[config.mk]
export PLATFORM = sky130hd
export DESIGN_NAME = adder_accum_seq_flat
export DESIGN_NICKNAME = d
export VERILOG_FILES = /design/src/rtl/adder_accum_seq_pkg.sv /design/src/rtl/adder_accum_seq_if.sv /design/src/rtl/adder_accum_seq.sv /design/src/flat_wrapper.sv
export SDC_FILE = /design/constraint.sdc
export NUM_CORES = 1
export LEC_CHECK = 0
export BUFFER_PORTS_ARGS = -buffer_cell sky130_fd_sc_hd__clkbuf_2
export CORE_ASPECT_RATIO = 0.75
export CORE_MARGIN = 5
export CORE_UTILIZATION = 46
export CTS_CLUSTER_DIAMETER = 200
export CTS_CLUSTER_SIZE = 12
export DETAILED_ROUTE_END_ITERATION = 10
export PLACE_DENSITY_LB_ADDON = 0.08
export SLEW_MARGIN = 0
export SYNTH_ARGS = -nofsm -noshare
export SYNTH_HDL_FRONTEND = slang
export SYNTH_SLANG_ARGS = --single-unit
[constraint.sdc]
create_clock -name clk -period 1.5 [get_ports clk]
set_input_delay 0.15 -clock clk [delete_from_list [all_inputs] [get_ports clk]]
set_output_delay 0.15 -clock clk [all_outputs]
set_load 0.02 [all_outputs]
[src/rtl/adder_accum_seq_pkg.sv]
// Shared types and helpers for the adder_accum_seq operand stager.
// Opcode and state encodings live here.
// Saturation limits are provided as width-based helper functions.
package adder_accum_pkg;

  localparam int DATA_W = 32;
  localparam int OPC_W  = 2;

  typedef enum logic [1:0] {
    OP_LOAD = 2'd0,
    OP_ADD  = 2'd1,
    OP_ADDC = 2'd2,
    OP_ACC  = 2'd3
  } op_e;

  typedef enum logic [1:0] {
    IDLE = 2'd0,
    EXEC = 2'd1,
    HOLD = 2'd2
  } state_e;

  // Largest positive two's-complement value of a w-bit word (w <= 64).
  function automatic logic [63:0] sat_max(input int w);
    return (64'd1 << (w - 1)) - 64'd1;
  endfunction

  // Most negative two's-complement value of a w-bit word (w <= 64).
  function automatic logic [63:0] sat_min(input int w);
    return 64'd1 << (w - 1);
  endfunction

  // Signed overflow: both operands share a sign and the sum's sign differs.
  function automatic logic signed_ovf(input logic a_msb, input logic b_msb, input logic s_msb);
    return (a_msb == b_msb) && (s_msb != a_msb);
  endfunction

endpackage

[src/rtl/adder_accum_seq_if.sv]
// Request/result handshake bundle for adder_accum_seq.
// master = producer/consumer side, slave = the stager itself.
interface adder_accum_seq_if #(
  parameter int WIDTH = 32,
  parameter int OP_W  = 2
);
  logic             in_valid;
  logic             in_ready;
  logic [OP_W-1:0]  in_op;
  logic [WIDTH-1:0] in_a;
  logic [WIDTH-1:0] in_b;
  logic             out_valid;
  logic             out_ready;
  logic [WIDTH-1:0] out_sum;
  logic             out_cout;

  modport master (
    output in_valid, in_op, in_a, in_b, out_ready,
    input  in_ready, out_valid, out_sum, out_cout
  );

  modport slave (
    input  in_valid, in_op, in_a, in_b, out_ready,
    output in_ready, out_valid, out_sum, out_cout
  );
endinterface

[src/rtl/adder_accum_seq.sv]
// adder_accum_seq: stages operands into an external combinational adder,
// captures its sum/carry one cycle later and returns them over a
// valid/ready handshake. Keeps an accumulator and carry flag so ADDC/ACC
// chains run through one adder instance.
// Optional macro ADDER_ACCUM_SAT_EN: signed saturation for ADD/ACC plus o_ovf.
module adder_accum_seq
  import adder_accum_pkg::*;
#(
  parameter int WIDTH = 32,
  parameter int OP_W  = 2
) (
  input  logic              clk,
  input  logic              rst_n,
  adder_accum_seq_if.slave  bus,
  output logic [WIDTH-1:0]  o_add_a,
  output logic [WIDTH-1:0]  o_add_b,
  output logic              o_add_cin,
  input  logic [WIDTH-1:0]  i_add_s,
  input  logic              i_add_cout
`ifdef ADDER_ACCUM_SAT_EN
  ,
  output logic              o_ovf
`endif
);

  state_e           r_state;
  state_e           w_state_nxt;
  logic             w_load;
  logic             w_in_ready;
  logic [WIDTH-1:0] w_opa;
  logic [WIDTH-1:0] w_opb;
  logic             w_cin;
  logic [WIDTH-1:0] w_res;
  logic [WIDTH-1:0] r_add_a;
  logic [WIDTH-1:0] r_add_b;
  logic             r_add_cin;
  logic [WIDTH-1:0] r_acc;
  logic             r_carry;
  logic [WIDTH-1:0] r_out_sum;
  logic             r_out_cout;
  logic             r_out_valid;

`ifdef ADDER_ACCUM_SAT_EN
  localparam logic [63:0] SAT_MAX_W = sat_max(WIDTH);
  localparam logic [63:0] SAT_MIN_W = sat_min(WIDTH);
  op_e  r_op;
  logic w_ovf;
  logic r_ovf;
`endif

  // Next-state decode and request acceptance; in_ready in HOLD follows out_ready.
  always_comb begin
    w_state_nxt = r_state;
    w_load      = 1'b0;
    w_in_ready  = 1'b0;
    case (r_state)
      IDLE: begin
        w_in_ready = 1'b1;
        if (bus.in_valid) begin
          w_load      = 1'b1;
          w_state_nxt = EXEC;
        end else begin
          w_state_nxt = IDLE;
        end
      end
      EXEC: begin
        w_state_nxt = HOLD;
      end
      HOLD: begin
        if (bus.out_ready) begin
          w_in_ready = 1'b1;
          if (bus.in_valid) begin
            w_load      = 1'b1;
            w_state_nxt = EXEC;
          end else begin
            w_state_nxt = IDLE;
          end
        end else begin
          w_state_nxt = HOLD;
        end
      end
      default: begin
        w_state_nxt = IDLE;
      end
    endcase
  end

  // Operand selection for the adder from the incoming opcode.
  always_comb begin
    w_opa = bus.in_a;
    w_opb = bus.in_b;
    w_cin = 1'b0;
    case (op_e'(bus.in_op))
      OP_LOAD: begin
        w_opa = bus.in_a;
        w_opb = {WIDTH{1'b0}};
        w_cin = 1'b0;
      end
      OP_ADD: begin
        w_opa = bus.in_a;
        w_opb = bus.in_b;
        w_cin = 1'b0;
      end
      OP_ADDC: begin
        w_opa = bus.in_a;
        w_opb = bus.in_b;
        w_cin = r_carry;
      end
      OP_ACC: begin
        w_opa = r_acc;
        w_opb = bus.in_b;
        w_cin = 1'b0;
      end
      default: begin
        w_opa = bus.in_a;
        w_opb = bus.in_b;
        w_cin = 1'b0;
      end
    endcase
  end

  // Result shaping: raw adder sum, clamped on signed overflow when saturation is built in.
  always_comb begin
    w_res = i_add_s;
`ifdef ADDER_ACCUM_SAT_EN
    w_ovf = 1'b0;
    if (((r_op == OP_ADD) || (r_op == OP_ACC)) &&
        signed_ovf(r_add_a[WIDTH-1], r_add_b[WIDTH-1], i_add_s[WIDTH-1])) begin
      w_ovf = 1'b1;
      w_res = r_add_a[WIDTH-1] ? SAT_MIN_W[WIDTH-1:0] : SAT_MAX_W[WIDTH-1:0];
    end else begin
      w_ovf = 1'b0;
    end
`endif
  end

  // State, staged operands, accumulator/carry and result registers.
  always_ff @(posedge clk) begin
    if (!rst_n) begin
      r_state     <= IDLE;
      r_add_a     <= {WIDTH{1'b0}};
      r_add_b     <= {WIDTH{1'b0}};
      r_add_cin   <= 1'b0;
      r_acc       <= {WIDTH{1'b0}};
      r_carry     <= 1'b0;
      r_out_sum   <= {WIDTH{1'b0}};
      r_out_cout  <= 1'b0;
      r_out_valid <= 1'b0;
`ifdef ADDER_ACCUM_SAT_EN
      r_op        <= OP_LOAD;
      r_ovf       <= 1'b0;
`endif
    end else begin
      r_state <= w_state_nxt;
      if (w_load) begin
        r_add_a   <= w_opa;
        r_add_b   <= w_opb;
        r_add_cin <= w_cin;
`ifdef ADDER_ACCUM_SAT_EN
        r_op      <= op_e'(bus.in_op);
`endif
      end
      if (r_state == EXEC) begin
        r_out_sum   <= w_res;
        r_out_cout  <= i_add_cout;
        r_acc       <= w_res;
        r_carry     <= i_add_cout;
        r_out_valid <= 1'b1;
`ifdef ADDER_ACCUM_SAT_EN
        r_ovf       <= w_ovf;
`endif
      end else if ((r_state == HOLD) && bus.out_ready) begin
        r_out_valid <= 1'b0;
      end
    end
  end

  assign bus.in_ready  = w_in_ready;
  assign bus.out_valid = r_out_valid;
  assign bus.out_sum   = r_out_sum;
  assign bus.out_cout  = r_out_cout;
  assign o_add_a       = r_add_a;
  assign o_add_b       = r_add_b;
  assign o_add_cin     = r_add_cin;
`ifdef ADDER_ACCUM_SAT_EN
  assign o_ovf         = r_ovf;
`endif

endmodule
[src/flat_wrapper.sv]
// flat-port wrapper written by rule: the top's interface ports become plain ports
module adder_accum_seq_flat import adder_accum_pkg::*;
#(
  parameter int WIDTH = 32,
  parameter int OP_W  = 2
)
  (clk, rst_n, o_add_a, o_add_b, o_add_cin, i_add_s, i_add_cout, bus_in_valid, bus_in_op, bus_in_a, bus_in_b, bus_out_ready, bus_in_ready, bus_out_valid, bus_out_sum, bus_out_cout);
  adder_accum_seq_if #(.WIDTH(WIDTH), .OP_W(OP_W)) bus_i ();
  input  logic clk;
  input  logic rst_n;
  output logic [WIDTH-1:0] o_add_a;
  output logic [WIDTH-1:0] o_add_b;
  output logic o_add_cin;
  input  logic [WIDTH-1:0] i_add_s;
  input  logic i_add_cout;
  input wire logic [$bits(bus_i.in_valid)-1:0] bus_in_valid;
  input wire logic [$bits(bus_i.in_op)-1:0] bus_in_op;
  input wire logic [$bits(bus_i.in_a)-1:0] bus_in_a;
  input wire logic [$bits(bus_i.in_b)-1:0] bus_in_b;
  input wire logic [$bits(bus_i.out_ready)-1:0] bus_out_ready;
  output wire logic [$bits(bus_i.in_ready)-1:0] bus_in_ready;
  output wire logic [$bits(bus_i.out_valid)-1:0] bus_out_valid;
  output wire logic [$bits(bus_i.out_sum)-1:0] bus_out_sum;
  output wire logic [$bits(bus_i.out_cout)-1:0] bus_out_cout;
  assign bus_i.in_valid = bus_in_valid;
  assign bus_i.in_op = bus_in_op;
  assign bus_i.in_a = bus_in_a;
  assign bus_i.in_b = bus_in_b;
  assign bus_i.out_ready = bus_out_ready;
  assign bus_in_ready = bus_i.in_ready;
  assign bus_out_valid = bus_i.out_valid;
  assign bus_out_sum = bus_i.out_sum;
  assign bus_out_cout = bus_i.out_cout;
  adder_accum_seq #(.WIDTH(WIDTH), .OP_W(OP_W)) u_core (.clk(clk), .rst_n(rst_n), .bus(bus_i), .o_add_a(o_add_a), .o_add_b(o_add_b), .o_add_cin(o_add_cin), .i_add_s(i_add_s), .i_add_cout(i_add_cout));
endmodule
==> impl_metrics.py <==
metrics = {
    "run_status": {
        "status": "complete, no violations",
    },
    "sta": {
        "drv_slew": 0,
        "tightest_slew_ns": 0.415,
        "period_minus_slack_ns": 1.42,
        "period_share_pct": 94.9,
        "rsz0062_at_grt": "no",
        "fin_skew_ns": 0.00270,
        "holdWs_ns": 0.0260,
        "finalHoldViolations": 0,
        "fmax_mhz": 703,
        "fin_setup_tns_ns": 0,
        "relSlewSlack_pct": 72.3,
        "setup_viol": 0,
    },
    "setup_path": {
        "worst_setup_path_end_kind": "output port",
        "arrival_ns": 1.27,
        "worstReg2RegStart": "u_core.r_state[1]",
        "endpoint": "bus_in_ready",
        "crit_path_start": "u_core.r_state[1]",
        "regToRegEndpoint": "u_core.o_add_a[19]",
        "r2r_slack_ns": 0.12,
        "cp_max_fo": 5,
        "r2r_cells": 5,
        "cp.required_ns": 1.35,
        "cp_cell_sequence": "and2b_2 > buf_12 > nor2_1 > buf_4",
        "cp_top_family": "flip-flops",
        "slowest_stage": "dfxtp_4",
        "crit_type": "reg -> out",
        "path_depth": 4,
        "crit_buf_inv": 2,
        "worst_setup_path_start_kind": "register",
        "critPathMaxStageDelay_ns": 0.35,
    },
    "die": {
        "die-area_mm2": 0.0111,
        "core_mm2": 0.00893,
        "start_util_pct": 46.6,
        "die_h_um": 92.4,
        "num_rows": 30,
        "die_w_um": 120,
        "io_pins": 203,
    },
    "global_route": {
        "first_global_vias": 4182,
        "global_route.usage.met3_pct": 8.91,
        "grtUsageMet2_pct": 38.2,
        "grt_pass1_wl_um": 20500,
        "grt_usage_pct": 22.8,
        "grt_max_degree": 66,
        "use_met1_pct": 27.3,
        "antenna_found_initial": 0,
        "overflow": 0,
        "gr-max-usage-layer": "met2",
    },
    "yosys": {
        "synth_top_cell_by_area": "dfxtp_1",
        "synth_cell_types": 23,
        "syn-cell-area_mm2": 0.00417,
        "synth_top_area_share_pct": 48.5,
        "avgSynthCellArea_um2": 8.33,
        "synth_seq_area_share_pct": 48.5,
        "ys_warn_count": 0,
        "netlist_top_cells_area": "dfxtp_1 49%, a21oi_1 12%, nand2_1 12%",
        "syn_nets": 603,
        "synth-seq-cells": 101,
        "synthCells": 500,
    },
    "detailed_routing": {
        "wirelength_um": 13200,
        "wire_per_inst_um": 16.6,
        "ant_nets": 0,
        "drc_errors": 0,
        "avgViaCountPerCell": 5.38,
        "first_iter_violations": 284,
        "firstDrtPassIters": 4,
        "vias": 4295,
    },
    "clock_tree": {
        "cts_buffers": 9,
        "cts_max_level": 3,
        "root_buffer": "clkbuf_16",
        "insertion_delay_ns": 0.34,
        "cts.sinks": 101,
        "postCtsHoldBufs": 0,
        "clock_path_buffers": 2,
        "path_clk_slew_ns": 0.07,
        "cts_tree": "yes",
    },
    "flow_run": {
        "drv_cap": 0,
    },
    "worst_hold_path": {
        "holdCritPathClass": "in -> reg",
        "hp-start": "i_add_s[23]",
    },
    "cells_and_area": {
        "area_growth_pct": 36.6,
        "postLayoutCoreUtil_pct": 63.7,
        "drive_gt1_share_pct": 39.2,
        "multi_input_area_mm2": 0.00189,
        "antennaDiodeCount": 0,
        "regArea_mm2": 0.00203,
        "final_cell_count_no_fill": 798,
        "fill_cells": 790,
        "layout.nets": 785,
    },
    "placement": {
        "dp_cells": 775,
        "routabilityCongestion": 0.836,
        "io_buffers": 202,
        "post-dp-hpwl_um": 8770,
    },
    "pwr": {
        "power_density_mw_per_mm2": 1100,
        "vdd.ir_drop.worst_mv": 0.760,
        "total_power_mw": 6.28,
        "p_leak_nw": 2.47,
    },
}
synthesized netlist by cell type (all sizes together):
cell,instances
nand2,131
dfxtp,101
a21oi,99
buf,39
o21ai,34
nand4,33
a311oi,32
clkbuf,15
nand2b,3
nor2,3
nor2b,3
and2,1
and2b,1
inv,1
nand3b,1
nor3,1
or2,1
or3b,1
cells by family (layout without fill, tap and decap cells):
group,Yosys count,count (layout),share of synthesized area [%]
and+or+nand+nor,179,179,19.2
buffers and inverters,55,241,6.61
DFF,101,101,48.5
AOI/OAI and AO/OA,165,165,25.7
cell usage in the layout (no fill, tap or decap), drive strengths merged:
master	instances
nor2	3
bufbuf	1
a21oi	99
buf	21
nand2	131
nand3b	1
nor3	1
or2	1
clkinvlp	1
nand2b	3
dfxtp	101
nor2b	3
nand4	33
and2	1
clkinv	5
and2b	1
a311oi	32
o21ai	34
clkbuf	213
or3b	1
stage by stage:
stage	instance area (um2)	setup WS, ns
global placement	5290	0.232
global route	5690	0.0262
detailed placement	5290	0.195
CTS	5600	0.0116
finish	5690	0.0767
floorplan	4170	0.280
where the power goes:
part,internal [mW],switching [mW]
combinational,0.478,0.730
sequential,2.85,0.103
clock,1.15,0.967
routing by layer:
metal	vias to the layer above	routed length (um)
li1	2132	-
met1	1972	5610
met2	180	6270
met3	11	1230
met4	0	116
met5	-	0
sequential cells by signal, indices dropped and copies added (netlist names):
signal and cells:
u_core.r_carry 1, u_core.o_add_b 32, u_core.r_state 2, u_core.r_acc 32, u_core.bus.out_valid 1, u_core.o_add_cin 1
u_core.o_add_a 32
worst register-to-register path, delay by kind of cell, from the launching register on:
| family | cells | cell delay [ns] |
|---|---|---|
| AND/OR/NAND/NOR | 2 | 0.45 |
| buffers and inverters | 2 | 0.36 |
| flip-flops | 1 | 0.35 |
| AO/OA/AOI/OAI | 1 | 0.09 |
layout make-up:
type,instances,area share [%]
clock buffer,10,4.20
sequential,101,35.6
clock inverter,5,0.484
timing repair buffer,225,24.0
multi-input combinational,344,33.2
inverter,1,0.0879
tap,112,2.46
timing repair:
item	CTS	global route
resized for setup	3	4
pin swaps	0	2
endpoints found under the setup margin	1	29
buffers inserted	2	3
gates cloned	1	3
how the worst min path moves through the flow:
stage	cells after the start	to
after floorplan	2	u_core.r_acc[12]
after global placement	3	u_core.r_acc[28]
after detailed placement	3	u_core.r_acc[27]
after CTS	3	u_core.r_acc[27]
after global routing	3	u_core.r_acc[24]
final	3	u_core.r_acc[23]
Note: power is estimated with default switching activity, not from simulation.
